**config.mk**
```make
export PLATFORM = sky130hd
export DESIGN_NAME = ndma_cfg_regs
export DESIGN_NICKNAME = d
export VERILOG_FILES = /design/src/rtl/ndma_pkg.sv /design/src/rtl/ndma_cfg_regs.sv
export SDC_FILE = /design/constraint.sdc
export NUM_CORES = 1
export LEC_CHECK = 0
export CORE_UTILIZATION = 40
export CTS_BUF_LIST = sky130_fd_sc_hd__clkbuf_2 sky130_fd_sc_hd__clkbuf_4 sky130_fd_sc_hd__clkbuf_8
export CTS_CLUSTER_SIZE = 30
export DETAILED_ROUTE_END_ITERATION = 6
export GPL_TIMING_DRIVEN = 0
export PLACE_DENSITY = 0.75
export SLEW_MARGIN = 20
export SYNTH_ARGS = -nofsm -noshare
export SYNTH_HDL_FRONTEND = slang
export SYNTH_SLANG_ARGS = --single-unit
```
**constraint.sdc**
```tcl
create_clock -name clk_i -period 2.3 [get_ports clk_i]
set_input_delay 0.69 -clock clk_i [delete_from_list [all_inputs] [get_ports clk_i]]
set_output_delay 0.69 -clock clk_i [all_outputs]
set_load 0.01 [all_outputs]
```
**src/rtl/ndma_pkg.sv**
```systemverilog
// ndma_pkg: shared constants and types for the NanoDMA configuration block.
//   - register word indices (cfg_addr_i[4:2])
//   - CTRL / STATUS bit positions
//   - ID register default value
//   - busy/idle state type and configuration bundle
package ndma_pkg;

    localparam int unsigned NDMA_MAX_TX     = 256;
    localparam int unsigned NDMA_LEN_W      = $clog2(NDMA_MAX_TX) + 1;
    localparam logic [31:0] NDMA_ID_DEFAULT = 32'h4E44_4D41;

    // Word indices; byte offset = index * 4.
    localparam logic [2:0] REG_SRC_ADDR = 3'd0;  // 0x00
    localparam logic [2:0] REG_DST_ADDR = 3'd1;  // 0x04
    localparam logic [2:0] REG_LENGTH   = 3'd2;  // 0x08
    localparam logic [2:0] REG_CTRL     = 3'd3;  // 0x0C
    localparam logic [2:0] REG_STATUS   = 3'd4;  // 0x10
    localparam logic [2:0] REG_ID       = 3'd5;  // 0x14

    localparam int unsigned CTRL_START_BIT  = 0;
    localparam int unsigned CTRL_IRQ_EN_BIT = 1;
    localparam int unsigned CTRL_ABORT_BIT  = 2;

    localparam int unsigned STATUS_BUSY_BIT = 0;
    localparam int unsigned STATUS_DONE_BIT = 1;
    localparam int unsigned STATUS_ERR_BIT  = 2;

    typedef enum logic {
        ST_IDLE = 1'b0,
        ST_BUSY = 1'b1
    } ndma_state_e;

    typedef struct packed {
        logic [31:0]           src;
        logic [31:0]           dst;
        logic [NDMA_LEN_W-1:0] len;
    } ndma_cfg_t;

endpackage

```
**src/rtl/ndma_cfg_regs.sv**
```systemverilog
// ndma_cfg_regs: OBI subordinate register file for the NanoDMA engine.
// Holds SRC/DST/LENGTH, issues start/abort pulses, tracks BUSY/DONE/ERR
// and drives the transfer-done interrupt.
//
// Ports:
//   clk_i, rst_i (sync, active-high)
//   cfg_req_i/we_i/be_i/addr_i/wdata_i -> cfg_gnt_o, cfg_rvalid_o,
//     cfg_rdata_o, cfg_err_o            : OBI config port, 1-cycle response
//   src_addr_o, dst_addr_o, len_o      : transfer parameters to the engine
//   start_o, abort_o                   : one-cycle command pulses
//   done_i                             : one-cycle completion from engine
//   tx_done_irq_o                      : DONE & IRQ_EN level interrupt
//
// Build option: NDMA_CFG_BE_EN -- when defined, SRC/DST/LENGTH writes honour
// cfg_be_i per byte and CTRL/STATUS writes act only with cfg_be_i[0].
//
// state   | meaning
// --------+-----------------------------------------------
// ST_IDLE | no transfer running, START accepted if valid
// ST_BUSY | engine running, config locked, waits done/abort
module ndma_cfg_regs
    import ndma_pkg::*;
#(
    parameter int unsigned MaxTxSize = NDMA_MAX_TX,
    parameter logic [31:0] IdValue   = NDMA_ID_DEFAULT
) (
    input  logic                         clk_i,
    input  logic                         rst_i,
    input  logic                         cfg_req_i,
    input  logic                         cfg_we_i,
    input  logic [3:0]                   cfg_be_i,
    input  logic [31:0]                  cfg_addr_i,
    input  logic [31:0]                  cfg_wdata_i,
    output logic                         cfg_gnt_o,
    output logic                         cfg_rvalid_o,
    output logic [31:0]                  cfg_rdata_o,
    output logic                         cfg_err_o,
    output logic [31:0]                  src_addr_o,
    output logic [31:0]                  dst_addr_o,
    output logic [$clog2(MaxTxSize):0]   len_o,
    output logic                         start_o,
    output logic                         abort_o,
    input  logic                         done_i,
    output logic                         tx_done_irq_o
);

    localparam int unsigned LenW = $clog2(MaxTxSize) + 1;

    ndma_state_e state_q, state_d;
    ndma_cfg_t   cfg_q, cfg_d;
    logic        irq_en_q, irq_en_d;
    logic        done_q, done_d;
    logic        err_q, err_d;
    logic        start_q, start_d;
    logic        abort_q, abort_d;
    logic        rvalid_q, rvalid_d;
    logic [31:0] rdata_q, rdata_d;
    logic        rerr_q, rerr_d;

    logic [2:0]  reg_idx;
    logic [31:0] wmask;
    logic        ctrl_be;
    logic        wr, rd, busy, len_ok;
    logic        ctrl_start, ctrl_abort;
    logic        done_set, done_clr, err_set, err_clr;

`ifdef NDMA_CFG_BE_EN
    assign wmask   = {{8{cfg_be_i[3]}}, {8{cfg_be_i[2]}}, {8{cfg_be_i[1]}}, {8{cfg_be_i[0]}}};
    assign ctrl_be = cfg_be_i[0];
    logic unused_bits;
    assign unused_bits = ^{cfg_addr_i[31:5], cfg_addr_i[1:0]};
`else
    assign wmask   = '1;
    assign ctrl_be = 1'b1;
    logic unused_bits;
    assign unused_bits = ^{cfg_addr_i[31:5], cfg_addr_i[1:0], cfg_be_i};
`endif

    assign reg_idx = cfg_addr_i[4:2];
    assign wr      = cfg_req_i & cfg_we_i;
    assign rd      = cfg_req_i & ~cfg_we_i;
    assign busy    = (state_q == ST_BUSY);
    assign len_ok  = (cfg_q.len != '0) && (cfg_q.len <= NDMA_LEN_W'(MaxTxSize));

    always_comb begin
        cfg_d      = cfg_q;
        state_d    = state_q;
        irq_en_d   = irq_en_q;
        start_d    = 1'b0;
        abort_d    = 1'b0;
        rvalid_d   = cfg_req_i;
        rdata_d    = '0;
        rerr_d     = 1'b0;
        ctrl_start = 1'b0;
        ctrl_abort = 1'b0;
        done_set   = 1'b0;
        done_clr   = 1'b0;
        err_set    = 1'b0;
        err_clr    = 1'b0;

        if (cfg_req_i) begin
            case (reg_idx)
                REG_SRC_ADDR: begin
                    if (rd) rdata_d = cfg_q.src;
                    else if (busy) rerr_d = 1'b1;
                    else cfg_d.src = (cfg_q.src & ~wmask) | (cfg_wdata_i & wmask);
                end
                REG_DST_ADDR: begin
                    if (rd) rdata_d = cfg_q.dst;
                    else if (busy) rerr_d = 1'b1;
                    else cfg_d.dst = (cfg_q.dst & ~wmask) | (cfg_wdata_i & wmask);
                end
                REG_LENGTH: begin
                    if (rd) rdata_d = 32'(cfg_q.len);
                    else if (busy) rerr_d = 1'b1;
                    else cfg_d.len = (cfg_q.len & ~wmask[NDMA_LEN_W-1:0])
                                   | (cfg_wdata_i[NDMA_LEN_W-1:0] & wmask[NDMA_LEN_W-1:0]);
                end
                REG_CTRL: begin
                    if (rd) rdata_d[CTRL_IRQ_EN_BIT] = irq_en_q;
                    else if (ctrl_be) begin
                        irq_en_d   = cfg_wdata_i[CTRL_IRQ_EN_BIT];
                        ctrl_start = cfg_wdata_i[CTRL_START_BIT];
                        ctrl_abort = cfg_wdata_i[CTRL_ABORT_BIT];
                    end
                end
                REG_STATUS: begin
                    if (rd) begin
                        rdata_d[STATUS_BUSY_BIT] = busy;
                        rdata_d[STATUS_DONE_BIT] = done_q;
                        rdata_d[STATUS_ERR_BIT]  = err_q;
                    end else if (ctrl_be) begin
                        done_clr = cfg_wdata_i[STATUS_DONE_BIT];
                        err_clr  = cfg_wdata_i[STATUS_ERR_BIT];
                    end
                end
                REG_ID: begin
                    if (rd) rdata_d = IdValue;
                end
                default: rerr_d = 1'b1;
            endcase
        end

        // ABORT in the same write suppresses START entirely.
        case (state_q)
            ST_IDLE: begin
                if (ctrl_start && !ctrl_abort) begin
                    if (len_ok) begin
                        start_d = 1'b1;
                        state_d = ST_BUSY;
                    end else begin
                        err_set = 1'b1;
                    end
                end
            end
            ST_BUSY: begin
                if (ctrl_start && !ctrl_abort) err_set = 1'b1;
                if (done_i) begin
                    done_set = 1'b1;
                    state_d  = ST_IDLE;
                end else if (ctrl_abort) begin
                    abort_d = 1'b1;
                    state_d = ST_IDLE;
                end
            end
            default: state_d = ST_IDLE;
        endcase

        // Hardware set takes priority over a same-cycle W1C.
        done_d = done_set | (done_q & ~done_clr);
        err_d  = err_set  | (err_q  & ~err_clr);
    end

    always_ff @(posedge clk_i) begin
        if (rst_i) begin
            state_q  <= ST_IDLE;
            cfg_q    <= '0;
            irq_en_q <= 1'b0;
            done_q   <= 1'b0;
            err_q    <= 1'b0;
            start_q  <= 1'b0;
            abort_q  <= 1'b0;
            rvalid_q <= 1'b0;
            rdata_q  <= '0;
            rerr_q   <= 1'b0;
        end else begin
            state_q  <= state_d;
            cfg_q    <= cfg_d;
            irq_en_q <= irq_en_d;
            done_q   <= done_d;
            err_q    <= err_d;
            start_q  <= start_d;
            abort_q  <= abort_d;
            rvalid_q <= rvalid_d;
            rdata_q  <= rdata_d;
            rerr_q   <= rerr_d;
        end
    end

    assign cfg_gnt_o     = cfg_req_i;
    assign cfg_rvalid_o  = rvalid_q;
    assign cfg_rdata_o   = rdata_q;
    assign cfg_err_o     = rerr_q;
    assign src_addr_o    = cfg_q.src;
    assign dst_addr_o    = cfg_q.dst;
    assign len_o         = LenW'(cfg_q.len);
    assign start_o       = start_q;
    assign abort_o       = abort_q;
    assign tx_done_irq_o = done_q & irq_en_q;

endmodule

```
=== Word-level counts from Yosys, hierarchy flattened ===
Index checks and enable logic that the tools add are counted.

* Register bits: 113
* Input port bits: 73
* Output and inout bits: 111

* Bitwise operators: 12
* Reductions and logical operators: 14
* Mux-type cells: 36
* Eq/ne operators: 5
* $lt $le $gt $ge: 1

{| class="wikitable"
|+ Operator list
! kind !! number
|-
| 29-bit one-hot mux with 4 select lines || 1
|-
| 32-bit two-way mux || 2
|-
| 31-bit two-way mux || 1
|-
| 1-bit two-way mux || 24
|-
| 4-bit AND reduction || 3
|-
| 1-bit one-hot mux with 5 select lines || 2
|-
| 9-bit less-or-equal comparator (second input constant) || 1
|-
| 9-bit two-way mux || 1
|-
| 9-bit nonzero test || 1
|-
| 3-bit OR reduction || 3
|-
| 3-bit by 2-bit equality test with 1-bit output (second input constant) || 2
|-
| 3-bit equality test (second input constant) || 2
|-
| 1-bit NOT || 6
|-
| 1-bit one-hot mux with 2 select lines || 3
|-
| 1-bit one-hot mux with 6 select lines || 1
|-
| 1-bit AND || 4
|-
| 2-bit OR reduction || 2
|-
| 3-bit by 1-bit equality test with 1-bit output (second input constant) || 1
|-
| 3-bit logical NOT || 1
|-
| 3-bit two-way mux || 1
|-
| 3-bit AND reduction || 1
|-
| 1-bit logical AND || 2
|-
| 1-bit bitwise OR || 2
|-
| 1-bit logical NOT || 1
|}

=== Logic depth before layout (Yosys ltp) ===
Gate-level depths: netlist of run 1.

* Depth after elaboration: 10
* Depth in mapped cells: 7
* Gate-level depth less buffers: 4

=== Least setup slack after synthesis of run 1 ===
No wires, ideal clock.

* Path type: input-to-reg
* Start point: input port cfg_addr_i[2]
* End point: register cfg_q (netlist bit dst_addr_o[2])
* Setup slack: 0.369 ns
* Library setup time: 0.132 ns
* Cell stages on the path: 7
* Data arrival time: 1.799 ns
* Required time: 2.168 ns
* Path through: buf_2 > nand2b_4 > or4_1 > buf_2 > buf_6 > nand2_1 > a21oi_1

* Longest elaborated chain between the ends: 2

{| class="wikitable"
|+ RTL lines
! what !! line !! text
|-
| start: declaration || ndma_cfg_regs.sv:32 || <nowiki>input logic [31:0] cfg_addr_i,</nowiki>
|-
| 3-bit by 1-bit equality test with 1-bit output || ndma_cfg_regs.sv:102 || <nowiki>case (reg_idx)</nowiki>
|-
| 4-bit AND reduction (no source line) || n/a ||
|-
| end signal: assignment || ndma_cfg_regs.sv:188 || <nowiki>cfg_q <= cfg_d;</nowiki>
|-
| end: declaration || ndma_cfg_regs.sv:50 || <nowiki>ndma_cfg_t cfg_q, cfg_d;</nowiki>
|}

No other way between the ends.
A chain may end at the register's enable or synchronous reset.

=== Worst setup path after layout of run 1 ===
* Start point: input port cfg_req_i
* End point: output port cfg_gnt_o

{| class="wikitable"
|+ RTL lines
! what !! line !! text
|-
| start: declaration || ndma_cfg_regs.sv:29 || <nowiki>input logic cfg_req_i,</nowiki>
|-
| end: declaration || ndma_cfg_regs.sv:34 || <nowiki>output logic cfg_gnt_o,</nowiki>
|}

No word-level cell between the ends.

==> impl_metrics.py, run 1 <==
metrics = {
    "status": {
        "status": "finished clean",
    },
    "finish": {
        "finalNonFillerCells": 818,
        "final_common_cell": "clkdlybuf4s50_1",
        "nNetsFinal": 742,
        "drive_above_1_share": 0.110,
        "layout_common_cells": "146 x clkdlybuf4s50_1, 145 x nand2_1, 113 x dfxtp_1, 81 x a21oi_1, 30 x nor2_1",
        "n_fill_cell": 904,
        "n_antenna_cell": 0,
        "syn_to_final_growth_pct": 47.2,
    },
    "synth": {
        "async_reset_ff_frac": 0,
        "yosysSeqAreaShare": 0.524,
        "synth_cells": 503,
        "ys.flop_type": "dfxtp_1",
        "synth_warnings": 0,
        "synth_area_mm2": 0.00432,
        "avgSynthCellArea_um2": 8.58,
        "ys_types": 40,
        "syn_nets": 576,
        "ys_ff_latch": 113,
        "synth_edf_count": 0,
    },
    "cts": {
        "cts_made_buffers": 17,
        "clkLatencyLatePin_ns": 0.41,
        "h-tree-depth": 4,
        "cts.clk_slew.worst_paths_ns": 0.06,
        "cts_hold_buffers": 0,
        "cts_root_buf": "clkbuf_8",
        "cts_tree": "yes",
        "numClockSinks": 113,
        "clk_path_buf_depth": 2,
        "post_cts_buffers": 0,
        "cts_resized": 3,
    },
    "power": {
        "static-leakage-power_nw": 2.27,
        "vdd_drop_max_v": 0.000483,
        "power.density_mw_per_mm2": 647,
    },
    "timing": {
        "setup-tns-final_ns": 0,
        "fmax_mhz": 446,
        "fin_skew_ns": 0.00844,
        "slew_violations": 0,
        "finalCriticalPeriod_ns": 2.24,
        "worst_pin_slew_ns": 0.711,
        "slew_headroom": 0.526,
        "rsz0062_at_grt": "false",
        "hold_viol_final": 0,
        "final.period_utilization": 0.975,
        "setup_violations": 0,
    },
    "floorplanning": {
        "rows": 37,
        "coreArea_mm2": 0.0104,
        "pin_count": 184,
        "die_w_um": 106,
        "start_util": 0.414,
        "dieArea_mm2": 0.0112,
        "dieHeight_um": 106,
    },
    "place": {
        "dp_cells": 786,
        "routabilityCongestion": 0.859,
        "portBuffers": 147,
        "hpwl_um": 9300,
    },
    "worst_setup_path": {
        "crit_fanout": 5,
        "crit_path_cell_trace": "clkdlybuf4s15_2 > buf_4 > clkdlybuf4s50_1",
        "cp_slowest_cell": "clkdlybuf4s50_1",
        "required_ns": 1.61,
        "cp-start-kind": "input port",
        "cp_num_buf_inv": 3,
        "r2r_cells": 5,
        "slowest_delay_ns": 0.52,
        "cp.depth": 3,
        "cp-end-kind": "output port",
        "crit_family": "buffers and inverters",
        "crit_arrival_ns": 1.55,
        "criticalPathCategory": "in2out",
    },
    "global_route": {
        "grt_usage": 0.242,
        "grt_pass1_wl_um": 20700,
        "grt-ovfl-total": 0,
        "grt_pass1_vias": 4113,
        "grt_max_degree": 17,
        "antenna_found_initial": 0,
    },
    "drt": {
        "vias": 4225,
        "viasPerCell": 5.17,
        "first_iter_violations": 245,
        "wire_per_inst_um": 16.2,
        "dr.pass1.iters": 5,
        "detail-route-antenna-nets": 0,
        "routed_wl_um": 13200,
        "drc_errors": 0,
    },
    "hold_path": {
        "min_path_type": "reg2reg",
        "min_path_cells": 2,
    },
    "flow_run": {
        "max_cap_violations": 0,
    },
}
-- cell usage after synthesis, types with 2 or more instances --
library cell | instances | share of area
nor2b_1 | 5 | 0.0072
nor4_1 | 2 | 0.0029
a211oi_1 | 3 | 0.0052
clkbuf_1 | 11 | 0.0096
buf_2 | 16 | 0.019
mux2_2 | 3 | 0.0078
or3_1 | 2 | 0.0029
buf_6 | 8 | 0.021
nor2_1 | 30 | 0.026
nor2_2 | 9 | 0.013
buf_1 | 3 | 0.0026
nand2_1 | 145 | 0.13
nand3b_1 | 2 | 0.0035
nand3_1 | 3 | 0.0035
a21oi_1 | 81 | 0.094
nand2b_1 | 3 | 0.0043
and2_1 | 4 | 0.0058
dfxtp_1 | 113 | 0.52
o21ai_0 | 12 | 0.014
mux2i_1 | 28 | 0.065
-- flip-flops by register name (all words and copies together), names as in the netlist --
| name | count |
|---|---|
| src_addr_o | 32 |
| done_q | 1 |
| busy | 1 |
| abort_o | 1 |
| err_q | 1 |
| cfg_rvalid_o | 1 |
| dst_addr_o | 32 |
| irq_en_q | 1 |
| cfg_rdata_o | 32 |
| start_o | 1 |
| len_o | 9 |
| cfg_err_o | 1 |
-- cell families after synthesis --
kind of cell    synth area share
flops                      0.524
mux                       0.0780
buf+inv                   0.0533
simple gates               0.219
compound gates             0.126
-- stage by stage --
stage / hold slack (ns) / power [mW] / worst slack, ns / util / instance area [µm²]
after CTS: 0.471 / 4.13 / 0.0552 / 0.609 / 6340
after global routing: 0.490 / 4.27 / 0.0251 / 0.610 / 6350
final: 0.469 / 4.11 / 0.0586 / 0.610 / 6350
after global placement: 0.454 / 2.33 / -0.312 / 0.572 / 5960
after detailed placement: 0.460 / 2.34 / -0.350 / 0.572 / 5960
after floorplan: 0.469 / 2.17 / 0.369 / - / 4320
-- where the power goes --
part / total [mW] / internal (mW) / switching [mW]
sequential: 1.99 / 1.98 / 0.0156
combinational: 0.306 / 0.142 / 0.163
clock: 1.81 / 1.02 / 0.794
total: 4.11 / 3.14 / 0.973
-- layout make-up --
class                   count  area [µm²]  area share
clock buffers              21         270      0.0425
plain buffers              39         230      0.0362
well taps                 136         170      0.0268
flip-flops and latches    113        2260       0.356
multi-input cells         351        1830       0.289
clock inverters            11         114      0.0179
repair buffers            147        1470       0.232
-- metal layers --
| metal | track usage | vias up | wire length (µm) |
|---|---|---|---|
| li1 | - | 2003 | - |
| met1 | 0.309 | 1998 | 5720 |
| met2 | 0.387 | 204 | 6240 |
| met3 | 0.0618 | 20 | 1060 |
| met4 | 0.0992 | 0 | 208 |
| met5 | 0 | - | 0 |
-- final timing paths --
path	startpoint	end	slack, ns
hold / removal	src_addr_o[14]$_SDFFE_PP0P_	cfg_rdata_o[14]$_SDFF_PP0_	0.47
setup / recovery	cfg_req_i	cfg_gnt_o	0.06
hold reg to reg	src_addr_o[14]$_SDFFE_PP0P_	cfg_rdata_o[14]$_SDFF_PP0_	0.47
setup reg to reg	busy$_SDFF_PP0_	dst_addr_o[11]$_SDFFE_PP0P_	0.56
-- worst reg2reg max path, cell delays in order (launching register included) --
cell and delay [ns]:
dfxtp_1 0.31, clkbuf_1 0.26, nor4_2 0.53, buf_2 0.34, nand2_1 0.09, a21oi_1 0.14
Note: power is estimated with default switching activity, not from simulation.
==> run 2: changes to the inputs <==
ABC_AREA = 1   (was unset)
PLACE_DENSITY = 0.76   (was 0.75)
==> run 2 against run 1 <==
Compared with the run above: global-route usage is 0.85 points higher; total power is 11% higher; clock skew is 0.00070 ns higher; combinational power is 15% higher; synthesized cell count is 12% higher; register-to-register slack better by 0.28 ns.
==> impl_metrics.py, run 2 <==
metrics = {
    "worst_setup_path": {
        "criticalPathCategory": "in2out",
        "cp-start-kind": "input port",
        "required_ns": 1.61,
        "r2r_start": "busy$_SDFF_PP0_",
        "crit_fanout": 3,
        "cp-end-kind": "output port",
        "crit_start": "cfg_req_i",
        "crit_arrival_ns": 1.56,
    },
    "timing": {
        "final.period_utilization": 0.978,
        "slew_violations": 0,
        "whs_ns": 0.477,
        "setup_violations": 0,
        "setup-tns-final_ns": 0,
        "fmax_mhz": 445,
        "hold_viol_final": 0,
        "fin_skew_ns": 0.00914,
        "worst_pin_slew_ns": 0.662,
        "finalCriticalPeriod_ns": 2.25,
        "setup_ws_ns": 0.0513,
        "rsz0062_at_grt": "false",
        "slew_headroom": 0.559,
    },
    "synth": {
        "yosysSeqAreaShare": 0.536,
        "syn_nets": 634,
        "yosys.area.top_type_share": 0.536,
        "synth_cells": 561,
        "synth_warnings": 0,
        "ys.flop_type": "dfxtp_1",
        "avgSynthCellArea_um2": 7.52,
        "synth_edf_count": 0,
        "yosysTopAreaCell": "dfxtp_1",
        "ys_ff_latch": 113,
        "async_reset_ff_frac": 0,
        "yosysMostFrequentCell": "nor2_1",
        "synth.area.top_cells": "dfxtp_1 54%, nor2_1 13%, o21ai_0 9.2%",
        "synth_area_mm2": 0.00422,
        "synth_commonest_cells": "144 x nor2_1, 113 x dfxtp_1, 96 x nand2_1",
        "ys_types": 24,
    },
    "finish": {
        "multi_input_area_mm2": 0.00170,
        "fin_util": 0.617,
        "seq_area_mm2": 0.00226,
        "n_fill_cell": 914,
        "n_antenna_cell": 0,
        "nNetsFinal": 802,
        "syn_to_final_growth_pct": 50.3,
        "finalNonFillerCells": 878,
        "final_area_mm2": 0.00634,
        "final_common_cell": "clkdlybuf4s50_1",
        "layout_common_cells": "148 x clkdlybuf4s50_1, 144 x nor2_1, 113 x dfxtp_1, 96 x nand2_1, 78 x o21ai_0",
        "drive_above_1_share": 0.0876,
    },
    "floorplanning": {
        "start_util": 0.411,
        "dieHeight_um": 105,
        "dieArea_mm2": 0.0110,
        "pin_count": 184,
        "die_w_um": 105,
        "coreArea_mm2": 0.0103,
        "rows": 37,
    },
    "place": {
        "placed_area_mm2": 0.00588,
        "dp_slack_ns": -0.220,
        "dp_cells": 846,
        "hpwl_um": 9550,
        "routabilityCongestion": 0.969,
        "portBuffers": 149,
    },
    "global_route": {
        "grt-ovfl-total": 0,
        "antenna_found_initial": 0,
        "grt_pass1_wl_um": 21100,
        "grt_usage": 0.250,
        "grt_max_degree": 17,
        "grt_pass1_vias": 4341,
    },
    "cts": {
        "numClockSinks": 113,
        "cts_root_buf": "clkbuf_8",
        "clkLatencyLatePin_ns": 0.42,
        "post_cts_buffers": 0,
        "h-tree-depth": 4,
        "clk_path_buf_depth": 2,
        "cts.clk_slew.worst_paths_ns": 0.08,
        "cts_made_buffers": 17,
        "cts_tree": "yes",
    },
    "status": {
        "status": "finished clean",
    },
    "power": {
        "power.density_mw_per_mm2": 718,
        "static-leakage-power_nw": 2.37,
        "total_power_mw": 4.55,
        "vdd_drop_max_v": 0.000430,
    },
    "drt": {
        "detail-route-antenna-nets": 0,
        "first_iter_violations": 304,
        "viasPerCell": 5.04,
        "routed_wl_um": 13400,
        "vias": 4426,
        "wire_per_inst_um": 15.3,
        "dr.pass1.iters": 5,
        "drc_errors": 0,
    },
    "hold_path": {
        "holdCritStartpoint": "src_addr_o[19]$_SDFFE_PP0P_",
        "min_path_type": "reg2reg",
    },
    "flow_run": {
        "max_cap_violations": 0,
    },
}
[run 2: final timing paths]
kind,cells past startpoint,endpoint,slack [ns]
max,3,cfg_gnt_o,0.05
min,2,cfg_rdata_o[19]$_SDFF_PP0_,0.48
max reg2reg,5,dst_addr_o[5]$_SDFFE_PP0P_,0.84
min reg2reg,2,cfg_rdata_o[19]$_SDFF_PP0_,0.48
[run 2: final cells by class]
cell class,count,share of cell area
sequential,113,0.357
multi-input combinational,393,0.268
timing repair buffer,149,0.235
clock buffer,17,0.0369
clock inverter,15,0.0359
tap,136,0.0268
buffer,31,0.0262
inverter,24,0.0142
[run 2: timing repair]
action                                  CTS  global route
endpoints found under the setup margin    1             0
gates resized for setup                   1             0
hold buffers                              0             0
[run 2: cell families after synthesis]
family | count (synthesis) | share of synthesized area
AND/OR/NAND/NOR | 269 | 0.254
AO/OA/AOI/OAI | 124 | 0.149
flip-flops | 113 | 0.536
buffers and inverters | 55 | 0.0608
[run 2: where the power goes]
| group | total [mW] | leakage (nW) | switching [mW] | internal (mW) |
|---|---|---|---|---|
| clock network | 2.19 | 0.228 | 0.883 | 1.31 |
| logic | 0.352 | 1.23 | 0.188 | 0.164 |
| registers | 2.01 | 0.913 | 0.0259 | 1.99 |
| total | 4.55 | 2.37 | 1.10 | 3.46 |
[run 2: routing by layer]
metal / vias to the layer above / GRT usage / routed length [µm]
met5: - / 0 / 0
met1: 2049 / 0.301 / 5600
met4: 0 / 0.0926 / 299
li1: 2138 / - / -
met2: 213 / 0.430 / 6460
met3: 26 / 0.0618 / 1090
[run 2: worst max-delay path, stage by stage]
cell,delay [ns]
clkdlybuf4s50_1,0.50
buf_4,0.11
dlygate4sd2_1,0.26
==> run 3: changes to the inputs <==
ABC_AREA = unset   (was 1)
PLACE_DENSITY = 0.75   (was 0.76)
==> results of run 3 <==
The final DEF is identical to that of run 1; final timing and power are the same.
